[src/rtl/mux_rr_pkg.sv]
// Shared types for the registered round-robin / fixed-select multiplexer.
package mux_rr_pkg;

    typedef enum logic {
        MODE_FIXED = 1'b0,
        MODE_RR    = 1'b1
    } mode_t;

endpackage

[src/rtl/mux_rr_if.sv]
// Handshake bundle between M producers, the mux, and one consumer.
interface mux_rr_if
    import mux_rr_pkg::*;
#(
    parameter int unsigned N = 64,
    parameter int unsigned M = 4
);
    localparam int unsigned SW = $clog2(M);

    mode_t                 i_mode;
    logic [SW-1:0]         i_s;
    logic [M-1:0][N-1:0]   i_data;
    logic [M-1:0]          i_valid;
    logic [M-1:0]          o_ready;
    logic [N-1:0]          o_data;
    logic                  o_valid;
    logic [SW-1:0]         o_sel;
    logic                  i_ready;

    // Mux side
    modport slave (
        input  i_mode, i_s, i_data, i_valid, i_ready,
        output o_ready, o_data, o_valid, o_sel
    );

    // Producer/consumer side
    modport master (
        output i_mode, i_s, i_data, i_valid, i_ready,
        input  o_ready, o_data, o_valid, o_sel
    );

endinterface

[src/rtl/mux_rr_rr_pick.sv]
// Combinational round-robin picker: first set request after the pointer,
// wrapping modulo M (not modulo 2**SW).
module rr_pick #(
    parameter  int unsigned M  = 4,
    localparam int unsigned SW = $clog2(M)
) (
    input  logic [M-1:0]  req_i,
    input  logic [SW-1:0] ptr_i,
    output logic          found_o,
    output logic [SW-1:0] idx_o
);

    logic [SW-1:0] pos;

    // Scan ptr+1 .. ptr+M; earliest hit in scan order wins
    always_comb begin
        found_o = 1'b0;
        idx_o   = '0;
        pos     = '0;
        for (int unsigned k = 1; k <= M; k++) begin
            pos = SW'((32'(ptr_i) + k) % M);
            if (!found_o && req_i[pos]) begin
                found_o = 1'b1;
                idx_o   = pos;
            end
        end
    end

endmodule

[src/rtl/mux_rr.sv]
// M-channel, N-bit multiplexer with registered output, valid/ready on every
// channel, and fixed-select or round-robin channel choice.
module mux_rr
    import mux_rr_pkg::*;
#(
    parameter int unsigned N = 64,
    parameter int unsigned M = 4
) (
    input logic      i_clk,
    input logic      i_rst,
    mux_rr_if.slave  bus
);

    localparam int unsigned SW = $clog2(M);
    localparam int unsigned SP = 1 << SW;

    logic [N-1:0]  data_q,  data_d;
    logic          valid_q, valid_d;
    logic [SW-1:0] sel_q,   sel_d;
    logic [SW-1:0] ptr_q,   ptr_d;

    logic          load;
    logic [SP-1:0] valid_pad;
    logic          fix_ok;
    logic          rr_found;
    logic [SW-1:0] rr_idx;
    logic          cand_found;
    logic [SW-1:0] cand_idx;
    logic          grant;

    // Padding i_valid to 2**SW lets an out-of-range i_s read a harmless 0
    assign valid_pad = SP'(bus.i_valid);
    assign fix_ok    = (32'(bus.i_s) < M) && valid_pad[bus.i_s];
    assign load      = !valid_q || bus.i_ready;

    rr_pick #(.M(M)) u_pick (
        .req_i   (bus.i_valid),
        .ptr_i   (ptr_q),
        .found_o (rr_found),
        .idx_o   (rr_idx)
    );

    // Candidate channel according to the selection mode
    always_comb begin
        cand_found = 1'b0;
        cand_idx   = '0;
        if (bus.i_mode == MODE_RR) begin
            cand_found = rr_found;
            cand_idx   = rr_idx;
        end else if (fix_ok) begin
            cand_found = 1'b1;
            cand_idx   = bus.i_s;
        end
    end

    assign grant       = load && cand_found && !i_rst;
    assign bus.o_ready = grant ? (M'(1) << cand_idx) : '0;

    // Next state of output register and round-robin pointer
    always_comb begin
        data_d  = data_q;
        valid_d = valid_q;
        sel_d   = sel_q;
        ptr_d   = ptr_q;
        if (load) begin
            if (grant) begin
                data_d  = bus.i_data[cand_idx];
                sel_d   = cand_idx;
                valid_d = 1'b1;
                if (bus.i_mode == MODE_RR) begin
                    ptr_d = cand_idx;
                end
            end else begin
                valid_d = 1'b0;
            end
        end
    end

    // State registers; pointer resets to M-1 so the first scan starts at 0
    always_ff @(posedge i_clk or posedge i_rst) begin
        if (i_rst) begin
            data_q  <= '0;
            valid_q <= 1'b0;
            sel_q   <= '0;
            ptr_q   <= SW'(M - 1);
        end else begin
            data_q  <= data_d;
            valid_q <= valid_d;
            sel_q   <= sel_d;
            ptr_q   <= ptr_d;
        end
    end

    assign bus.o_data  = data_q;
    assign bus.o_valid = valid_q;
    assign bus.o_sel   = sel_q;

endmodule

[src/flat_wrapper.sv]
// flat-port wrapper written by rule: the top's interface ports become plain ports
module mux_rr_flat import mux_rr_pkg::*;
#(
    parameter int unsigned N = 64,
    parameter int unsigned M = 4
)
  (i_clk, i_rst, bus_i_mode, bus_i_s, bus_i_data, bus_i_valid, bus_i_ready, bus_o_ready, bus_o_data, bus_o_valid, bus_o_sel);
  mux_rr_if #(.N(N), .M(M)) bus_i ();
  input logic i_clk;
  input logic i_rst;
  input wire logic [$bits(bus_i.i_mode)-1:0] bus_i_mode;
  input wire logic [$bits(bus_i.i_s)-1:0] bus_i_s;
  input wire logic [$bits(bus_i.i_data)-1:0] bus_i_data;
  input wire logic [$bits(bus_i.i_valid)-1:0] bus_i_valid;
  input wire logic [$bits(bus_i.i_ready)-1:0] bus_i_ready;
  output wire logic [$bits(bus_i.o_ready)-1:0] bus_o_ready;
  output wire logic [$bits(bus_i.o_data)-1:0] bus_o_data;
  output wire logic [$bits(bus_i.o_valid)-1:0] bus_o_valid;
  output wire logic [$bits(bus_i.o_sel)-1:0] bus_o_sel;
  assign bus_i.i_mode = bus_i_mode;
  assign bus_i.i_s = bus_i_s;
  assign bus_i.i_data = bus_i_data;
  assign bus_i.i_valid = bus_i_valid;
  assign bus_i.i_ready = bus_i_ready;
  assign bus_o_ready = bus_i.o_ready;
  assign bus_o_data = bus_i.o_data;
  assign bus_o_valid = bus_i.o_valid;
  assign bus_o_sel = bus_i.o_sel;
  mux_rr #(.N(N), .M(M)) u_core (.i_clk(i_clk), .i_rst(i_rst), .bus(bus_i));
endmodule
[config.mk]
export PLATFORM = sky130hd
export DESIGN_NAME = mux_rr_flat
export DESIGN_NICKNAME = d
export VERILOG_FILES = /design/src/rtl/mux_rr_pkg.sv /design/src/rtl/mux_rr_if.sv /design/src/rtl/mux_rr_rr_pick.sv /design/src/rtl/mux_rr.sv /design/src/flat_wrapper.sv
export SDC_FILE = /design/constraint.sdc
export NUM_CORES = 1
export LEC_CHECK = 0
export ABC_CLOCK_PERIOD_IN_PS = 4870
export CAP_MARGIN = 20
export CELL_PAD_IN_SITES_DETAIL_PLACEMENT = 2
export CELL_PAD_IN_SITES_GLOBAL_PLACEMENT = 2
export CORE_ASPECT_RATIO = 1.4
export CORE_MARGIN = 3
export CORE_UTILIZATION = 23
export CTS_CLUSTER_DIAMETER = 200
export DETAILED_ROUTE_END_ITERATION = 16
export PLACE_DENSITY = 0.86
export SLEW_MARGIN = 20
export SYNTH_ARGS = -nofsm -noshare
export SYNTH_HDL_FRONTEND = slang
export SYNTH_SLANG_ARGS = --single-unit
[constraint.sdc]
create_clock -name i_clk -period 4.87 [get_ports i_clk]
set_input_delay 0.7305 -clock i_clk [delete_from_list [all_inputs] [get_ports i_clk]]
set_output_delay 0.7305 -clock i_clk [all_outputs]
set_load 0.05 [all_outputs]
======== Word level (Yosys, flattened, before mapping) ========
Cells that the tools add are included.
word-level totals
  bits in registers ....................... 69
  logic and storage cells ................. 54
operators by class
  reductions and logical operators ........ 13
  shift-type cells ........................ 1
  multiplexer cells ....................... 26
  order comparisons ....................... 6
  $add $sub $neg .......................... 4
operators by type and width
  kind                                                         number
  binary-select mux 64 bit (select 2 bit)                      1
  2-to-1 mux 64 bit                                            1
  less-than comparator 2 x 3 -> 1 bit (second input constant)  6
  2-to-1 mux 1 bit                                             12
  2-to-1 mux 2 bit                                             6
  binary-select mux 1 bit (select 2 bit)                       5
  logical AND 1 bit                                            5
  logical NOT 1 bit                                            5
  adder 2 x 1 -> 2 bit (second input constant)                 2
  adder 2 bit (second input constant)                          2
  2-to-1 mux 4 bit                                             1
  left shift 1 x 2 -> 4 bit (first input constant)             1
  AND reduction 3 bit                                          1
  AND reduction 2 bit                                          1
  logical OR 1 bit                                             1

======== Logic depth before layout (Yosys ltp) ========
Gate-level depths: netlist (run 1).
  depth after elaboration ................. 17
  depth in mapped cells ................... 8

======== Cells and area by module ========
From an unflattened synthesis (run 1), not the netlist that was laid out.
second synthesis, totals
  cells, all modules ...................... 616
  area, all modules ....................... 5604.1 µm²
by module, submodules not included
  module   cells each  seq. area each (µm²)  instances  area each (µm²)
  mux_rr   602         1729.2                1          5512.8
  rr_pick  14          0.0                   1          91.3

======== Least setup slack after synthesis (run 1) ========
Ideal clock, no wire load.
  path type ............................... input to output
  start point ............................. input i_rst
  end point ............................... output bus_o_ready[0]
  arrival ................................. 4122 ps
  slack ................................... 17 ps
  data required time ...................... 4140 ps
  cell stages on the path ................. 4
  path through ............................ inv_1 -> nand3_1 -> clkbuf_1 -> nor3_1
on the way
  longest elaborated chain between the ends .. 3
ends and longest elaborated chain
  element             line                RTL
  start: declaration  flat_wrapper.sv:10  input logic i_rst;
  logical NOT 1 bit   mux_rr.sv:56        assign grant = load && cand_found && !i_rst;
  logical AND 1 bit   mux_rr.sv:56
  2-to-1 mux 4 bit    mux_rr.sv:57        assign bus.o_ready = grant ? (M'(1) << cand_idx) : '0;
  end: declaration    flat_wrapper.sv:16  output wire logic [$bits(bus_i.o_ready)-1:0] bus_o_ready;
Every way passes these cells.

======== Final worst setup path (run 1) ========
  start point ............................. input bus_i_valid[3]
  end point ............................... output bus_o_ready[1]
on the way
  longest elaborated chain between the ends .. 16
ends and longest elaborated chain
  element                                 line                  RTL
  start: declaration                      flat_wrapper.sv:14    input wire logic [$bits(bus_i.i_valid)-1:0] bus_i_valid;
  binary-select mux 1 bit (select 2 bit)  mux_rr_rr_pick.sv:22  if (!found_o && req_i[pos]) begin
  2-to-1 mux 1 bit (not written as such)  mux_rr_rr_pick.sv:22
  2-to-1 mux 1 bit                        mux_rr_rr_pick.sv:22
  logical NOT 1 bit                       mux_rr_rr_pick.sv:22
  logical AND 1 bit                       mux_rr_rr_pick.sv:22
  2-to-1 mux 1 bit                        mux_rr_rr_pick.sv:22
  logical NOT 1 bit                       mux_rr_rr_pick.sv:22
  logical AND 1 bit                       mux_rr_rr_pick.sv:22
  2-to-1 mux 1 bit                        mux_rr_rr_pick.sv:22
  logical NOT 1 bit                       mux_rr_rr_pick.sv:22
  logical AND 1 bit                       mux_rr_rr_pick.sv:22
  2-to-1 mux 1 bit                        mux_rr_rr_pick.sv:22
  2-to-1 mux 1 bit                        mux_rr.sv:47          if (bus.i_mode == MODE_RR) begin
  logical AND 1 bit (2 in series)         mux_rr.sv:56
  2-to-1 mux 4 bit *                      mux_rr.sv:57
Mark *: on every way between the ends. The rest lies on a longest branch, timed or not. The select of a mux whose other input is x is not followed.

==> metrics.txt, run 1 <==
nets=~1500; Setup crit end kind=output port; initial core utilization=0.235; Synth top area share=0.212; Worst EP arrival=around 3400 ps; DRT Pass-1 Iters=5; placed insts=between 1500 and 2000; sequential share of the synthesized area=0.219; RSZ-0062 raised after global routing=false; DRC violations left=0; port bufs=between 300 and 400; # Max-Cap Violations=0; fmax=between 200 and 250 MHz; PostCTS Resize Cnt=0; async set or reset register ratio after synthesis=1.00; CP required=4140 ps; Post-CTS Setup Inserts=0; Post-synth EDFFs=0; dpl hpwl=a little under 30 mm; Lkg Pwr=3.94 nW; DRT Wirelength=around 44 mm; Gate power share=0.626; synthesized area per cell=approximately 7.6 µm²; initial antenna violation count=19; Hold-fix buffers, CTS=0; Worst Path Buf+Inv=2; cells along the critical path=clkdlybuf4s50_1, mux2i_1, o22ai_1, a222oi_1, nor3_1, clkdlybuf4s50_1; clock sink total=between 60 and 70; Die X-Extent=about 160 µm; most instantiated cells after synthesis=nand2_1 (328), nand3_1 (130), o221ai_1 (129); Hold Crit Class=reg -> reg; die area=36700 µm²; critical path's slowest cell=a222oi_1; register bit count reported by yosys=69; CTS tree=yes; VDD IR max=0.144 mV; die height=225 µm; share of cells above drive strength 1=0.133; Clock Latency Late Sink=~370 ps; vias in the first global route=between 10000 and 15000; fin cells=between 1500 and 2000; top-count cell post-synth=nand2_1; row cnt=~80; Congestion Overflow GR=0; gate count of the mapped netlist=between 1000 and 1500; antenna viol nets, final=0; Synth area leaders=dfrtp_1 (21%), nand2_1 (16%), o221ai_1 (14%); Clock power frac=0.158; Crit path top cell by count=clkdlybuf4s50_1; outcome=finished clean; IO Pins=337; Flop pwr share=0.216; Via density=around 6; pwr dens=~350 nW/µm²; Setup CP Type=in -> out; CP top delay family=buffers and inverters; Syn-to-layout area delta=49.4%; final hold violation count=0; Tcrit/Tclk final=0.849; post-synthesis instance area=~7900 µm²; syn nets=between 1000 and 1500; gp weighted congestion=0.805; CP peak stage delay=between 700 and 800 ps; fillcell total=roughly 3800; core footprint=roughly 34000 µm²; NetSw=around 2.1 mW; WL per Instance=25.7 µm; main flop type after synthesis=dfrtp_1; largest net degree at the start of global routing=130; final setup vio count=0; slew margin rel.=0.319; H-tree levels=3; net switching share of the total power=0.510; global-route wire length before repair=around 67 mm; Slew Viols, Final=0; fin crit period=approximately 4100 ps; GRT Total Usage=0.235; Root Driver=clkbuf_16; Netlist cell types=37; post-route cell area=around 12000 µm²; cell type with the highest aggregate area in the netlist=dfrtp_1; worst slew pin tran=just over 1000 ps; initial drt markers=561; cell-internal power=2.03 mW; total CTS buffers=9; Bufs on Longest Clock Path=2; Worst setup SP type=input port; clk_skew=roughly 7.2 ps; vias post-DR=10100; Setup TNS Final=0 ps; clock-pin slew on the worst setup and hold paths=approximately 60 ps; yosys warns=0; CP max FO=8; placed inst area=approximately 11000 µm²
path summary, 6_finish.rpt:
check | start | to | slack, ps | depth (start not counted)
max in group asynchronous | i_rst | u_core.bus.o_data[44] | 2920 | 4
min in group asynchronous | i_rst | u_core.bus.o_data[48] | 870 | 3
worst min-delay path | u_core.bus.o_data[23] | u_core.bus.o_data[23] | 490 | 2
worst min register to register | u_core.bus.o_data[23] | u_core.bus.o_data[23] | 490 | 2
worst max-delay path | bus_i_valid[3] | bus_o_ready[1] | 740 | 6
worst max register to register | u_core.ptr_q[1] | u_core.bus.o_data[15] | 1520 | 6
flip-flops by register name, indices dropped and copies added (netlist names):
| signal | flops |
|---|---|
| u_core.ptr_q | 2 |
| u_core.bus.o_data | 64 |
| u_core.bus.o_valid | 1 |
| u_core.bus.o_sel | 2 |
worst register-to-register path, delay by kind of cell (launching register included):
family	cells	cell delay, ps
buffers and inverters	1	580
AOI/OAI and AO/OA	4	1680
muxes	1	340
DFF	1	640
metal layers:
layer  GRT usage  routed length (µm)
met1       0.266               17000
met2       0.408               23100
met3      0.0316                1910
met4       0.157                2430
met5           0                   0
cells by family (layout without fill, tap and decap cells):
kind of cell / Yosys count / after routing / share of synthesized area
and+or+nand+nor: 480 / 480 / 0.255
other: 0 / 20 / 0
buffers and inverters: 145 / 375 / 0.0801
AOI/OAI and AO/OA: 336 / 336 / 0.440
muxes: 5 / 5 / 0.00665
DFF: 69 / 69 / 0.219
power by group through the flow:
stage	clock, mW	combinational, mW	sequential, mW
2_1_floorplan	0	1.02	1.48
3_3_place_gp	0	2.53	0.893
3_5_place_dp	0	2.60	0.899
4_1_cts	0.680	2.61	0.893
5_1_grt	0.699	2.74	0.913
6_report	0.656	2.60	0.895
layout by cell type, fill, tap and decap left out, drive strengths merged, types with 3 or more instances in the layout:
cell type        n
nor2             3
diode           20
nor2b            4
mux2i            3
clkbuf          13
a221oi          64
a2111oi         64
clkinv           3
o31ai           64
nand3          130
buf             25
nand2          328
nand2b           3
o221ai         129
dfrtp           67
clkdlybuf4s50  333
nor3             5
o21ai            5
cell type report:
class	instances	area, µm²	area share
Clock buffer	13	250	0.0212
Tap cell	445	557	0.0471
Multi-Input combinational cell	821	5620	0.476
Timing Repair Buffer	358	3580	0.303
Antenna cell	20	50.0	0.00424
Inverter	2	8.76	0.000742
Clock inverter	2	10.0	0.000848
Sequential cell	69	1730	0.146
stage by stage:
step | utilization | worst slack [ps] | power (mW) | hold WS (ps)
floorplan | - | 17.2 | 2.49 | 476
global placement | 0.342 | 908 | 3.42 | 467
detailed placement | 0.342 | 760 | 3.50 | 478
CTS | 0.350 | 753 | 4.18 | 494
global route | 0.351 | 584 | 4.35 | 511
finish | 0.351 | 736 | 4.15 | 492
Note: power is estimated with default switching activity, not from simulation.
==> inputs of run 2 (changes only) <==
--- a/config.mk
+++ b/config.mk
@@ -5,16 +5,16 @@
 export SDC_FILE = /design/constraint.sdc
 export NUM_CORES = 1
 export LEC_CHECK = 0
-export ABC_CLOCK_PERIOD_IN_PS = 4870
+export ABC_CLOCK_PERIOD_IN_PS = 3400
 export CAP_MARGIN = 20
 export CELL_PAD_IN_SITES_DETAIL_PLACEMENT = 2
 export CELL_PAD_IN_SITES_GLOBAL_PLACEMENT = 2
 export CORE_ASPECT_RATIO = 1.4
 export CORE_MARGIN = 3
-export CORE_UTILIZATION = 23
+export CORE_UTILIZATION = 21
 export CTS_CLUSTER_DIAMETER = 200
 export DETAILED_ROUTE_END_ITERATION = 16
-export PLACE_DENSITY = 0.86
+export PLACE_DENSITY = 0.83
 export SLEW_MARGIN = 20
 export SYNTH_ARGS = -nofsm -noshare
 export SYNTH_HDL_FRONTEND = slang
==> constraint.sdc (replaced) <==
create_clock -name i_clk -period 3.4 [get_ports i_clk]
set_input_delay 0.51 -clock i_clk [delete_from_list [all_inputs] [get_ports i_clk]]
set_output_delay 0.51 -clock i_clk [all_outputs]
set_load 0.05 [all_outputs]
==> metrics.txt, run 2 (synthesis gave the netlist of run 1 again) <==
outcome=finished clean; Tcrit/Tclk final=0.941; gp weighted congestion=between 0.8 and 0.9; CTS tree=yes; Via density=between 5 and 6; clock sink total=69; Die X-Extent=roughly 170 µm; Gate power share=0.631; worst-case hold slack=just under 500 ps; Syn-to-layout area delta=53.1%; Worst EP arrival=between 2000 and 3000 ps; most common cell after layout, fill and taps aside=clkdlybuf4s50_1; slew margin rel.=0.393; Flop pwr share=0.213; final setup vio count=0; most frequent cells in the layout=clkdlybuf4s50_1 (331), nand2_1 (328), nand3_1 (129), o221ai_1 (129), dfrtp_1 (67); Slew Viols, Final=0; DRT Pass-1 Iters=5; Clock Latency Late Sink=approximately 370 ps; total CTS buffers=9; Clock power frac=0.156; Congestion Overflow GR=0; die height=236 µm; max FFs per register=between 60 and 70; DRC violations left=0; initial antenna violation count=16; net switching share of the total power=0.504; Hold Crit Class=reg -> reg; nets=between 1500 and 2000; H-tree levels=3; met2 WL=~23 mm; pwr dens=a little under 500 nW/µm²; cell-internal power=approximately 3.0 mW; clk_skew=5.51 ps; WL per Instance=25.1 µm; vias in the first global route=between 10000 and 15000; NetSw=approximately 3.0 mW; DRT Wirelength=approximately 44 mm; port bufs=approximately 340; initial drt markers=approximately 700; GRT Total Usage=0.212; CP required=2890 ps; largest net degree at the start of global routing=~130; # Max-Cap Violations=0; Setup crit end kind=output port; Met3 Wirelength=approximately 1.8 mm; Root Driver=clkbuf_16; dpl hpwl=slightly below 30 mm; row cnt=a little over 80; Setup CP Type=in -> out; Bufs on Longest Clock Path=2; core footprint=about 37000 µm²; met1 WL=about 17 mm; final hold violation count=0; vias post-DR=10200; CP max FO=9; Lkg Pwr=around 4.1 nW; post-route cell area=between 10000 and 15000 µm²; IO Pins=between 300 and 400; Worst setup SP type=input port; fmax=around 310 MHz; RSZ-0062 raised after global routing=false; worst slew pin tran=911 ps; clock-pin slew on the worst setup and hold paths=60 ps; placed inst area=approximately 12000 µm²; share of cells above drive strength 1=0.141; fin crit period=3200 ps; initial core utilization=0.214; antenna viol nets, final=0; Top Layer Used=met4; die area=40100 µm²; VDD IR max=approximately 0.22 mV; global-route wire length before repair=about 67 mm
run 2: cell count changes in the layout (fill, tap and decap cells not counted), sizes merged:
cell           delta
clkinv            -1
clkdlybuf4s50     -2
diode             -3
clkinvlp          +1
buf              +11
run 2: routing by layer:
layer | GRT usage | vias to the layer above
met2 | 0.378 | 303
met3 | 0.0336 | 96
met1 | 0.241 | 5268
met4 | 0.114 | 0
met5 | 0 | -
li1 | - | 4554
run 2: final timing paths:
kind                            depth (start not counted)                  start                     to  slack, ps
worst max-delay path                                    7         bus_i_valid[1]         bus_o_ready[2]        200
worst min-delay path                                    2  u_core.bus.o_data[18]  u_core.bus.o_data[18]        490
worst max register to register                          7        u_core.ptr_q[1]  u_core.bus.o_data[27]        660
worst min register to register                          2  u_core.bus.o_data[18]  u_core.bus.o_data[18]        490
max in group asynchronous                               3                  i_rst  u_core.bus.o_data[16]       2190
min in group asynchronous                               3                  i_rst     u_core.bus.o_valid        710
run 2: what timing repair did:
| item | 4_1_cts | 5_1_grt |
|---|---|---|
| gates resized for setup | 0 | 1 |
| setup endpoints to repair | 0 | 1 |
| hold buffers | 0 | 0 |
| buffers inserted | 0 | 0 |
run 2: critical path: stages:
cell and delay [ps]:
clkdlybuf4s50_1 560, or3b_1 420, a21oi_1 290, o311a_2 280, nor2_1 100, nor3_1 340
buf_12 190
run 2: area by class of cell:
cell class / count / area, µm²
clock buffer: 13 / 250
timing repair buffer: 367 / 3850
antenna: 17 / 42.5
clock inverter: 2 / 10.0
fill: 4169 / 24900
multi-input combinational: 821 / 5630
sequential: 69 / 1730
tap: 467 / 584
inverter: 2 / 11.3
run 2: power groups by stage:
stage	sequential, mW	combinational, mW	clock, mW
global placement	1.28	3.69	0
detailed placement	1.29	3.79	0
floorplan	2.11	1.46	0
finish	1.28	3.79	0.936
CTS	1.28	3.80	0.969
global route	1.31	3.99	0.990
run 2: through the flow:
| step | utilization | worst slack, ps | instances | total power, mW | TNS, ps |
|---|---|---|---|---|---|
| floorplan | - | -102 | 1035 | 3.57 | -410 |
| global placement | 0.319 | 91.0 | 1726 | 4.97 | 0 |
| detailed placement | 0.319 | 154 | 1726 | 5.08 | 0 |
| CTS | 0.326 | 196 | 1741 | 6.05 | 0 |
| global route | 0.327 | 60.8 | 1758 | 6.30 | 0 |
| finish | 0.327 | 200 | 1758 | 6.00 | 0 |
